### src/rtl/quantizer_pipe_pkg.sv
// Shared fixed-point definitions for the quantizer pipeline.
// Round-mode encodings and small elaboration helpers.
package quantizer_pipe_pkg;

  typedef enum logic [1:0] {
    RM_TRUNC     = 2'd0,
    RM_HALF_UP   = 2'd1,
    RM_HALF_EVEN = 2'd2
  } round_mode_e;

  function automatic int max_i(input int a, input int b);
    return (a > b) ? a : b;
  endfunction

endpackage

### src/rtl/qz_channel.sv
// One quantiser lane: stage 1 aligns and rounds, stage 2 saturates.
// Intermediate width keeps a round-up carry visible to the clamp.
module qz_channel
  import quantizer_pipe_pkg::*;
#(
  parameter int NB_XI   = 20,
  parameter int NBF_XI  = 12,
  parameter int NB_XO   = 8,
  parameter int NBF_XO  = 6,
  parameter int SYM_SAT = 0
) (
  input  logic             clk,
  input  logic             i_reset,
  input  logic             i_en1,
  input  logic             i_en2,
  input  logic [NB_XI-1:0] i_data,
  input  logic [1:0]       i_round_mode,
  output logic [NB_XO-1:0] o_data,
  output logic             o_sat
);

  localparam int D  = (NBF_XI > NBF_XO) ? NBF_XI - NBF_XO : 0;
  localparam int P  = (NBF_XO > NBF_XI) ? NBF_XO - NBF_XI : 0;
  localparam int WW = max_i(NB_XI + 1 + P, NB_XO + 1);

  localparam logic signed [WW-1:0] MAXV = WW'((1 << (NB_XO - 1)) - 1);
  localparam logic signed [WW-1:0] MINV =
    (SYM_SAT != 0) ? -MAXV : -MAXV - WW'(1);

  logic signed [WW-1:0] x_ext;
  logic signed [WW-1:0] r_d, r_q;
  logic [NB_XO-1:0]     data_d, data_q;
  logic                 sat_d, sat_q;

  assign x_ext = {{(WW - NB_XI){i_data[NB_XI-1]}}, i_data};

  if (D > 0) begin : g_rnd
    localparam logic signed [WW-1:0] HALF = WW'(1 << (D - 1));
    localparam logic [D-1:0] HALF_PAT = D'(1 << (D - 1));
    logic signed [WW-1:0] inc;

    always_comb begin
      inc = '0;
      unique case (i_round_mode)
        RM_HALF_UP: inc = HALF;
        RM_HALF_EVEN: begin
          // exact tie with even kept LSB stays put
          if (!(x_ext[D-1:0] == HALF_PAT && !x_ext[D]))
            inc = HALF;
        end
        default: inc = '0;
      endcase
    end

    assign r_d = (x_ext + inc) >>> D;
  end else if (P > 0) begin : g_pad
    assign r_d = x_ext <<< P;
  end else begin : g_pass
    assign r_d = x_ext;
  end

  always_ff @(posedge clk) begin
    if (i_reset)    r_q <= '0;
    else if (i_en1) r_q <= r_d;
  end

  always_comb begin
    sat_d  = 1'b0;
    data_d = r_q[NB_XO-1:0];
    if (r_q > MAXV) begin
      sat_d  = 1'b1;
      data_d = MAXV[NB_XO-1:0];
    end else if (r_q < MINV) begin
      sat_d  = 1'b1;
      data_d = MINV[NB_XO-1:0];
    end
  end

  always_ff @(posedge clk) begin
    if (i_reset) begin
      data_q <= '0;
      sat_q  <= 1'b0;
    end else if (i_en2) begin
      data_q <= data_d;
      sat_q  <= sat_d;
    end
  end

  assign o_data = data_q;
  assign o_sat  = sat_q;

endmodule

### src/rtl/quantizer_pipe.sv
// Multi-channel fixed-point requantiser, two-cycle latency.
// Holds stage valids and the sticky saturation-event counter.
module quantizer_pipe
  import quantizer_pipe_pkg::*;
#(
  parameter int NB_XI   = 20,
  parameter int NBF_XI  = 12,
  parameter int NB_XO   = 8,
  parameter int NBF_XO  = 6,
  parameter int N_CH    = 4,
  parameter int SYM_SAT = 0,
  parameter int NB_CNT  = 16
) (
  input  logic                    clk,
  input  logic                    i_reset,
  input  logic                    i_valid,
  input  logic [N_CH*NB_XI-1:0]   i_data,
  input  logic [1:0]              i_round_mode,
  input  logic                    i_clr_cnt,
  output logic                    o_valid,
  output logic [N_CH*NB_XO-1:0]   o_data,
  output logic [N_CH-1:0]         o_sat,
  output logic [NB_CNT-1:0]       o_sat_count
);

  logic              v1_q, v2_q;
  logic [NB_CNT-1:0] cnt_d, cnt_q;

  always_ff @(posedge clk) begin
    if (i_reset) begin
      v1_q <= 1'b0;
      v2_q <= 1'b0;
    end else begin
      v1_q <= i_valid;
      v2_q <= v1_q;
    end
  end

  for (genvar k = 0; k < N_CH; k++) begin : g_ch
    qz_channel #(
      .NB_XI  (NB_XI),
      .NBF_XI (NBF_XI),
      .NB_XO  (NB_XO),
      .NBF_XO (NBF_XO),
      .SYM_SAT(SYM_SAT)
    ) u_ch (
      .clk         (clk),
      .i_reset     (i_reset),
      .i_en1       (i_valid),
      .i_en2       (v1_q),
      .i_data      (i_data[k*NB_XI +: NB_XI]),
      .i_round_mode(i_round_mode),
      .o_data      (o_data[k*NB_XO +: NB_XO]),
      .o_sat       (o_sat[k])
    );
  end

  always_comb begin
    cnt_d = cnt_q;
    if (i_clr_cnt)
      cnt_d = '0;
    else if (v2_q && (|o_sat) && (cnt_q != '1))
      cnt_d = cnt_q + 1'b1;
  end

  always_ff @(posedge clk) begin
    if (i_reset) cnt_q <= '0;
    else         cnt_q <= cnt_d;
  end

  assign o_valid     = v2_q;
  assign o_sat_count = cnt_q;

endmodule
### config.mk
export PLATFORM = sky130hd
export DESIGN_NAME = quantizer_pipe
export DESIGN_NICKNAME = d
export VERILOG_FILES = /design/src/rtl/quantizer_pipe_pkg.sv /design/src/rtl/qz_channel.sv /design/src/rtl/quantizer_pipe.sv
export SDC_FILE = /design/constraint.sdc
export NUM_CORES = 1
export LEC_CHECK = 0
export CAP_MARGIN = 10
export CORE_ASPECT_RATIO = 1.1
export CORE_MARGIN = 2
export CORE_UTILIZATION = 38
export DETAILED_ROUTE_END_ITERATION = 10
export GPL_ROUTABILITY_DRIVEN = 0
export SLEW_MARGIN = 5
export SYNTH_ARGS = -nofsm -noshare
export SYNTH_HDL_FRONTEND = slang
export SYNTH_SLANG_ARGS = --single-unit
### constraint.sdc
create_clock -name clk -period 2.9 [get_ports clk]
set_input_delay 0.435 -clock clk [delete_from_list [all_inputs] [get_ports clk]]
set_output_delay 0.435 -clock clk [all_outputs]
set_load 0.01 [all_outputs]
Word-level counts from Yosys, hierarchy flattened
Index checks and enable logic that the tools add are counted.
- register bits after elaboration: 114
- input bits: 86
- output and inout bits: 53
- word-level logic and storage cells: 71
- add/subtract/negate cells: 5
- $lt $le $gt $ge: 8
- eq/ne operators: 7
- multiplexer cells: 24
- reduce and logical (&&, ||, !) cells: 12
- operators by type and width (kind ; count):
    $pmux W21 S2 ; 4
    $add A20 B21 Y21 ; 4
    $mux W8 ; 8
    $gt A15 B8 Y1 const B ; 4
    $lt A15 B8 Y1 const B ; 4
    $eq A6 B6 Y1 const B ; 4
    $mux W6 ; 4
    $add A16 B1 Y16 const B ; 1
    $ne A16 B16 Y1 const B ; 1
    $mux W1 ; 8
    $logic_and A1 B1 Y1 ; 6
    $logic_not A1 Y1 ; 4
    $reduce_or A4 Y1 ; 1
    $eq A2 B1 Y1 const B ; 1
    $eq A2 B2 Y1 const B ; 1
    $reduce_or A2 Y1 ; 1

Logic depth before layout (Yosys ltp)
Gate-level depths: netlist of the first run.
- word-level depth: 5
- mapped depth: 11
- gate-level depth less buffers: 10

Modules after synthesis
Synthesis of the first run repeated with hierarchy kept, for this count alone.
- cells, all modules: 677
- area, all modules: 5619.1 um2
- modules (own cells, without submodules) (module ; instances ; cells each ; area each (um2) ; sequential area each (um2)):
    qz_channel at g_ch[0].u_ch ... ; 3 ; 143 ; 1178.6 ; 480.5
    qz_channel at g_ch[2].u_ch ; 1 ; 144 ; 1178.6 ; 480.5
    quantizer_pipe ; 1 ; 104 ; 904.6 ; 360.3

Worst setup path after synthesis of the first run
No wires, ideal clock.
- path kind: input to register
- start point: input i_round_mode[0]
- end point: register g_ch[0].u_ch.r_q[13]
- setup time: 0.086 ns
- data arrival time: 2.271 ns
- data required time: 2.814 ns
- slack: 0.543 ns
- stages: 11
- path buffers: 1
- cell sequence: inv_1 > ha_1 > o21ba_2 > clkbuf_1 > nand2_1 > a21oi_1 > ha_1 > nand3_1 > nor4_1 > xnor2_1 > a211oi_1
- word-level cells in the longest chain between the ends: 3
- elaborated cells between the ends (all ways): 4
- classes of those cells: 1 x add/sub; 2 x eq/ne; 1 x mux
- RTL lines (what ; RTL line ; text):
    start, declared ; quantizer_pipe.sv:18 ; input logic [1:0] i_round_mode,
    $eq A2 B2 Y1 / $eq A2 B1 Y1 (equally long branches) ; qz_channel.sv:44 ; unique case (i_round_mode)
    $pmux W21 S2 * ; qz_channel.sv:44 ;
    $add A20 B21 Y21 * ; qz_channel.sv:55 ; assign r_d = (x_ext + inc) >>> D;
    end signal, assigned ; qz_channel.sv:64 ; else if (i_en1) r_q <= r_d;
    end, declared ; qz_channel.sv:31 ; logic signed [WW-1:0] r_d, r_q;
Every way passes the cells marked *; elsewhere a longest branch is shown, timed or not.
A chain may end at the register's enable or synchronous reset.

Final worst setup path of the first run
Ends and elaborated chain as after synthesis.

==> results of run 1 <==
## worst reg2reg max path: stages (launching register included)
cell      delay (ps)
dfxtp_1          400
ha_1             280
nand2_1          130
nor4_1           720
a31oi_1          180
a311oi_1         300
## power by group through the flow
stage                     Clock [mW]  Combinational [mW]  Sequential (mW)
after CTS                       2.02               0.558             1.73
after detailed placement           0               0.556             1.76
after global placement             0               0.548             1.76
final                           1.98               0.554             1.73
after floorplan                    0               0.253             1.76
after global routing            2.08               0.613             1.74
## state kept, by name, indices dropped and copies added, names as in the netlist
name	flops
g_ch.u_ch.r_q	60
o_valid	1
g_ch.u_ch.o_data	32
v1_q	1
o_sat_count	16
g_ch.u_ch.o_sat	4
## metrics by stage
step	total power [mW]	TNS (ps)
after CTS	4.31	0
after global routing	4.44	0
after floorplan	2.01	0
after global placement	2.31	0
after detailed placement	2.32	-703
final	4.26	0
## worst paths after layout
| path | end | from | cells after the start |
|---|---|---|---|
| max reg2reg | o_sat_count[12] | o_sat_count[0] | 5 |
| max | g_ch[0].u_ch.r_q[13] | i_round_mode[0] | 11 |
| min reg2reg | g_ch[1].u_ch.o_data[3] | g_ch[1].u_ch.o_data[3] | 2 |
| min | g_ch[3].u_ch.r_q[0] | i_reset | 2 |
## cells in the final DEF, fill, tap and decap left out, types with 22 or more instances in the layout
cell / count
nand2_1: 55
dfxtp_1: 114
nor3_1: 22
nand3_1: 32
clkdlybuf4s50_1: 136
nand4_1: 24
xnor2_1: 27
a211oi_1: 46
o21ai_0: 44
nor2_1: 98
## layer usage
metal / vias to the layer above / share of wire
li1: 2699 / -
met1: 2336 / 0.46
met2: 133 / 0.46
met3: 29 / 0.051
met4: 0 / 0.025
met5: - / 0
## kinds of logic (layout without fill, tap and decap cells)
family / Yosys count / in the layout / synth area share
simple gates: 303 / 303 / 0.274
compound gates: 140 / 140 / 0.169
flops: 114 / 114 / 0.419
xor+xnor: 46 / 46 / 0.0739
buf+inv: 39 / 188 / 0.0301
mux: 10 / 10 / 0.0184
fa+ha+maj: 7 / 7 / 0.0161
## area by class of cell
type / count / area share
clock buffer: 22 / 0.0624
tap: 188 / 0.0310
clock inverter: 6 / 0.0109
timing repair buffer: 154 / 0.197
sequential: 114 / 0.300
inverter: 6 / 0.00296
multi-input combinational: 506 / 0.396
==> impl_metrics.toml, run 1 <==
[run_status]
status = "finished clean"

[detailed_routing]
drtPass1Iterations = 4
remaining_drc_errors = 0
drtIter0Drc = 324
vias_per_cell = 5.22
antenna_left = 0
wl_um = 15100
vias = 5197
wl_per_cell_um = 15.2

[floorplanning]
start_util = 0.392
rows = 45
die_x_um = 118
ioPinCount = 139
die_y_um = 130
dieArea_um2 = 15300
coreArea_um2 = 13900

[pwr]
p_clk_frac = 0.464
ir_drop_mv = 0.439
p_int_mw = 3.26
swShare = 0.236
power.switching_mw = 1.01
p_seq_frac = 0.406
powerDensity_nw_per_um2 = 561
leakagePower_nw = 2.68
pwr-share-comb = 0.130

[synth]
synthCells = 659
synth_area_leader_cell = "dfxtp_1"
post-synth-top-count-cell = "dfxtp_1"
synth_common_cells = "114 x dfxtp_1, 99 x nor2_1, 55 x nand2_1"
synth_top_area_share = 0.419
synth-seq-cells = 114
synth.lib_cells_used.distinct = 49
ys_seq_area_frac = 0.419
yosysWarnings = 0
synth_edf_count = 0
synth_top_flop_cell = "dfxtp_1"
syn_avg_cell_area_um2 = 8.27
synthTopCellsByArea = "dfxtp_1 42%, nor2_1 6.8%, a211oi_1 6.3%"
ys_async_sr_fraction = 0
syn_nets = 752
synth_area_um2 = 5450

[sta]
period_minus_slack_ps = 2550
worst_slack_ps = 346
slew_headroom = 0.365
worstMarginPinSlew_ps = 952
setup_violations = 0
period_share = 0.881
fmax_mhz = 392
slew_viol_final = 0
timing.hold.ws_ps = 439
clock_skew_ps = 9.21
rsz0062_at_grt = "false"
hold_violations = 0

[final_layout]
area_growth_pct = 39.4
n_antenna_cell = 0
layout-drive-gt1-share = 0.0668
multiInputGateArea_um2 = 3010
seqCellArea_um2 = 2280
utilization = 0.546
fin_area_um2 = 7600
nFillCells = 1325
num-nets-final = 892
layoutNonFillerInstCount = 996

[hold_path]
hp-class = "in -> reg"

[cts]
clock_sink_count = 114
cts_hold_buf = 0
numCtsBuffers = 17
cts_max_level = 4
clockBufferDepth = 2
clock_latency_ps = 410
cts_tree = "built"
cts_setup_buffers = 0
clk_pin_slew_ps = 50
cts_root_buf = "clkbuf_16"
post_cts_resized = 0

[placed_design]
dp_slack_ps = -106
hpwl_um = 11300
dpl_cell_area_um2 = 7040
dp.cells = 968
io_buffers = 138

[grt]
grt_use_met2 = 0.321
grt_overflow_total = 0
track_usage = 0.200
top_usage_layer = "met2"
met3_usage = 0.0511
grt_max_degree = 70
antenna_found_initial = 1
use_met1 = 0.255
grt_pass1_wl_um = 24400
grt_pass1_vias = 4921

[worst_setup_path]
criticalPathCategory = "in -> reg"
cp.arrival_ps = 2880
cp-end-kind = "flop"
crit_top_cell = "ha_1"
rrSetupSlack_ps = 790
slowest_delay_ps = 480
slowest_stage = "clkdlybuf4s50_1"
crit_buf_inv = 2
critPathLaunchType = "input port"
path_cells = "clkdlybuf4s50_1, inv_1, ha_1, o21ba_2, nand2_1, a21oi_1, ha_1, nand3_1, nor4_1, xnor2_1, a211oi_1"
cp_top_family = "compound AO/OA/AOI/OAI gates"
crit_fanout = 7
critPathRequiredTime_ps = 3230

[job]
maxCapViolations = 0
(Power assumes the default switching activity.)
==> inputs of run 2 (changes only) <==
--- a/config.mk
+++ b/config.mk
@@ -9,8 +9,10 @@
 export CORE_ASPECT_RATIO = 1.1
 export CORE_MARGIN = 2
 export CORE_UTILIZATION = 38
+export CTS_CLUSTER_SIZE = 8
 export DETAILED_ROUTE_END_ITERATION = 10
 export GPL_ROUTABILITY_DRIVEN = 0
+export PLACE_DENSITY = 0.67
 export SLEW_MARGIN = 5
 export SYNTH_ARGS = -nofsm -noshare
 export SYNTH_HDL_FRONTEND = slang
==> constraint.sdc (replaced) <==
create_clock -name clk -period 2.1 [get_ports clk]
set_input_delay 0.315 -clock clk [delete_from_list [all_inputs] [get_ports clk]]
set_output_delay 0.315 -clock clk [all_outputs]
set_load 0.01 [all_outputs]
==> run 2 against run 1 <==
Clock power up 54%; clock skew down 1.2 ps; via count is 8.9% higher; register-to-register slack lost 710 ps; count of clock-buffer cells in the layout fell by 1; global-route usage rose by 1.3 points; cell count rose by 4.4%; non-clock buffer count is 41 higher; sequential power rose by 38%; largest power group unchanged.
==> impl_metrics.toml, run 2 (synthesis results as in run 1) <==
[placed_design]
hpwl_um = 12200
io_buffers = 138
dp_slack_ps = -682

[grt]
grt_pass1_vias = 5466
grt_overflow_total = 0
grt_pass1_wl_um = 26400
antenna_found_initial = 0
grt_max_degree = 61
track_usage = 0.213

[worst_setup_path]
critPathRequiredTime_ps = 2440
criticalPathCategory = "reg -> reg"
critPathLaunchType = "flop"
rrSetupSlack_ps = 80
r2r_start = "o_sat_count[2]"
cp.arrival_ps = 2360
endpoint = "o_sat_count[15]"
crit_fanout = 8
cp-end-kind = "flop"
reg2reg_depth = 4
crit_start = "o_sat_count[2]"
r2r-end = "o_sat_count[15]"

[floorplanning]
dieArea_um2 = 15300
ioPinCount = 139
start_util = 0.392
die_x_um = 118
die_y_um = 130
coreArea_um2 = 13900
rows = 45

[sta]
timing.hold.ws_ps = 244
clock_skew_ps = 8.02
rsz0062_at_grt = "false"
worstMarginPinSlew_ps = 585
setup_violations = 0
slew_viol_final = 0
period_minus_slack_ps = 2020
period_share = 0.963
worst_slack_ps = 77.5
hold_violations = 0
slew_headroom = 0.610
fmax_mhz = 494

[run_status]
status = "finished clean"

[detailed_routing]
drtIter0Drc = 561
vias_per_cell = 5.44
vias = 5659
antenna_left = 0
drtPass1Iterations = 5
wl_um = 16200
remaining_drc_errors = 0
wl_per_cell_um = 15.5

[final_layout]
seqCellArea_um2 = 2280
mostFrequentLayoutCells = "134 x clkdlybuf4s50_1, 114 x dfxtp_1, 98 x nor2_1"
area_growth_pct = 48.6
nFillCells = 1261
regMostFlops = "g_ch.u_ch.r_q"
multiInputGateArea_um2 = 3100
num-nets-final = 933
n_antenna_cell = 0
largest_reg_flops = 60
final_common_cell = "clkdlybuf4s50_1"
utilization = 0.582
layout-drive-gt1-share = 0.138

[cts]
clock_sink_count = 114
cts_tree = "built"
clk_pin_slew_ps = 50
cts_max_level = 4
numCtsBuffers = 17
clock_latency_ps = 420
cts_root_buf = "clkbuf_16"
clockBufferDepth = 2
cts_hold_buf = 0

[pwr]
powerDensity_nw_per_um2 = 776
leakagePower_nw = 2.92
ir_drop_mv = 0.594
power.total_mw = 6.28

[job]
maxCapViolations = 0

[hold_path]
hp-class = "in -> reg"
[run 2: cell types whose count changed in the layout (fill, tap and decap cells not counted), sizes merged]
| cell | before | now |
|---|---|---|
| bufinv | 2 | 4 |
| clkdlybuf4s15 | 0 | 1 |
| clkinv | 3 | 5 |
| buf | 18 | 59 |
| clkdlybuf4s50 | 136 | 134 |
[run 2: repair_timing]
item                                    in CTS  in global routing
resized for setup                            7                  7
hold endpoints to repair                     0                  0
buffers inserted                             2                  0
endpoints found under the setup margin      26                  7
pin swaps                                    3                  5
[run 2: cell type report]
type / count / share of cell area
Clock buffer: 21 / 0.0581
Clock inverter: 10 / 0.0193
Inverter: 6 / 0.00278
Multi-Input combinational cell: 506 / 0.383
Sequential cell: 114 / 0.282
Tap cell: 188 / 0.0290
Timing Repair Buffer: 195 / 0.226
[run 2: worst min path at each step]
stage | slack (ps) | depth (start not counted) | to | start
floorplan | 460 | 2 | g_ch[0].u_ch.r_q[0] | g_ch[0].u_ch.r_q[0]
global placement | 440 | 2 | g_ch[3].u_ch.o_data[1] | g_ch[3].u_ch.o_data[1]
detailed placement | 450 | 2 | g_ch[3].u_ch.o_data[1] | g_ch[3].u_ch.o_data[1]
finish | 240 | 2 | g_ch[1].u_ch.r_q[3] | i_valid
global route | 240 | 2 | g_ch[1].u_ch.r_q[4] | i_valid
CTS | 230 | 2 | g_ch[1].u_ch.r_q[3] | i_valid
[run 2: stage by stage]
step / std cells / cell area [um^2] / setup TNS, ps
finish: 1040 / 8100 / 0
global route: 1040 / 8100 / 0
CTS: 1040 / 8090 / 0
detailed placement: 1007 / 7420 / -23080
global placement: 1007 / 7420 / -20420
floorplan: 659 / 5510 / -12.3
[run 2: worst max-delay path: stages, from the launching register on]
cell and delay (ps):
dfxtp_1 470, nand3_2 160, or4_4 600, or4_1 520
a21oi_1 180
[run 2: per-layer routing]
metal / part of all wire / global-route usage / vias to the layer above
met3: 0.066 / 0.0541 / 33
met4: 0.025 / 0.0858 / 0
met2: 0.48 / 0.364 / 217
met5: 0 / 0 / -
met1: 0.42 / 0.258 / 2629
li1: - / - / 2780
[run 2: power breakdown]
part	switching (mW)	internal [mW]
clock network	0.977	2.06
logic	0.402	0.453
registers	0.0916	2.30
total	1.47	4.81
==> inputs of run 3 (changes only) <==
--- a/config.mk
+++ b/config.mk
@@ -12,7 +12,6 @@
 export CTS_CLUSTER_SIZE = 8
 export DETAILED_ROUTE_END_ITERATION = 10
 export GPL_ROUTABILITY_DRIVEN = 0
-export PLACE_DENSITY = 0.67
 export SLEW_MARGIN = 5
 export SYNTH_ARGS = -nofsm -noshare
 export SYNTH_HDL_FRONTEND = slang
==> constraint.sdc (replaced) <==
create_clock -name clk -period 1.9 [get_ports clk]
set_input_delay 0.285 -clock clk [delete_from_list [all_inputs] [get_ports clk]]
set_output_delay 0.285 -clock clk [all_outputs]
set_load 0.01 [all_outputs]
==> run 3 against run 2 <==
Via count shrank 1.8%; die area is the same; global-route usage shrank 0.67 points; routed wire length shrank 3.2%; clock skew shrank 3.6 ps; fmax grew 12%; worst setup slack gained 20 ps; utilization grew 1.6 points; largest cell class unchanged; largest power group unchanged.
==> impl_metrics.toml, run 3 (synthesis results as in run 1) <==
[worst_setup_path]
reg2reg_depth = 4
crit_fanout = 5
criticalPathCategory = "reg -> reg"
critPathRequiredTime_ps = 2240
rrSetupSlack_ps = 100
critPathLaunchType = "flop"
cp.arrival_ps = 2140
cp-end-kind = "flop"

[final_layout]
nFillCells = 1247
mostFrequentLayoutCells = "134 x clkdlybuf4s50_1, 114 x dfxtp_1, 98 x nor2_1"
n_antenna_cell = 0
num-nets-final = 963
layoutNonFillerInstCount = 1070
largest_reg_flops = 60
final_common_cell = "clkdlybuf4s50_1"
regMostFlops = "g_ch.u_ch.r_q"
area_growth_pct = 52.6
layout-drive-gt1-share = 0.175

[sta]
clock_skew_ps = 4.43
worstMarginPinSlew_ps = 710
slew_headroom = 0.527
rsz0062_at_grt = "false"
slew_viol_final = 0
timing.hold.ws_ps = 183
fin_tns_setup_ps = 0
period_minus_slack_ps = 1800
period_share = 0.949
setup_violations = 0
hold_violations = 0
fmax_mhz = 555

[detailed_routing]
wl_per_cell_um = 14.6
vias_per_cell = 5.19
drtIter0Drc = 264
antenna_left = 0
dr_wl_met2_um = 7590
wl_um = 15600
drt-met1-wl_um = 6900
vias = 5558
dr_wl_met3_um = 1000
top_layer = "met4"
drtPass1Iterations = 5
remaining_drc_errors = 0

[pwr]
ir_drop_mv = 0.541
leakagePower_nw = 3.06
powerDensity_nw_per_um2 = 819

[floorplanning]
ioPinCount = 139
start_util = 0.392
coreArea_um2 = 13900
die_y_um = 130
dieArea_um2 = 15300
rows = 45
die_x_um = 118

[cts]
clk_pin_slew_ps = 50
cts_root_buf = "clkbuf_16"
clock_sink_count = 114
cts_tree = "built"
clockBufferDepth = 2
clock_latency_ps = 400
cts_max_level = 4
numCtsBuffers = 17

[placed_design]
dp.cells = 1036
hpwl_um = 12100
io_buffers = 138

[hold_path]
holdPathStages = 2
hp-class = "in -> reg"

[grt]
grt_pass1_wl_um = 25400
grt_pass1_vias = 5288
track_usage = 0.206
antenna_found_initial = 0
grt_max_degree = 67
grt_overflow_total = 0

[run_status]
status = "finished clean"

[job]
maxCapViolations = 0
[run 3: cell types whose count changed in the layout (fill, tap and decap cells not counted), sizes merged]
cell	before	now
buf	59	89
bufinv	4	3
clkbuf	22	23
clkdlybuf4s15	1	0
clkinv	5	4
clkinvlp	1	3
[run 3: final timing paths]
path | from | end
min | i_reset | g_ch[3].u_ch.o_sat
max | o_sat_count[0] | o_sat_count[15]
max reg2reg | o_sat_count[0] | o_sat_count[15]
min reg2reg | g_ch[1].u_ch.o_data[4] | g_ch[1].u_ch.o_data[4]
[run 3: cell type report]
class	count	area (um^2)	area share
repair buffers	225	2050	0.246
multi-input cells	506	3130	0.376
inverters	6	25.0	0.00301
clock inverters	10	133	0.0159
well taps	188	235	0.0283
clock buffers	21	470	0.0565
flip-flops and latches	114	2280	0.274
[run 3: critical path: stages, from the launching register on]
cell and delay [ps]:
dfxtp_1 420, nand3_2 90, or4_4 580, or4_1 510, a21oi_1 140
[run 3: through the flow]
stage                     setup WS, ps  utilization  cell area [um^2]  total power [mW]
after floorplan                  -11.9            -              5550              3.08
after global placement            -696        0.552              7670              3.63
after detailed placement          -712        0.552              7670              3.65
after CTS                         25.8        0.595              8280              6.88
after global routing              3.29        0.598              8320              7.12
final                             97.6        0.598              8320              6.81
[run 3: power by group]
part           internal (mW)  switching, mW
registers               2.54         0.0938
logic                  0.523          0.451
clock network           2.15           1.06
[run 3: what timing repair did]
action                                  CTS  global route
gates resized for setup                   3             9
hold buffers                              0             0
cloned                                    0             0
setup buffers                             0             3
pin swaps                                 0             5
endpoints found under the setup margin   41            21
[run 3: layer usage]
layer / global-route usage / up-vias
li1: - / 2845
met4: 0.0723 / 0
met3: 0.0594 / 10
met2: 0.351 / 146
met1: 0.250 / 2557
met5: 0 / -
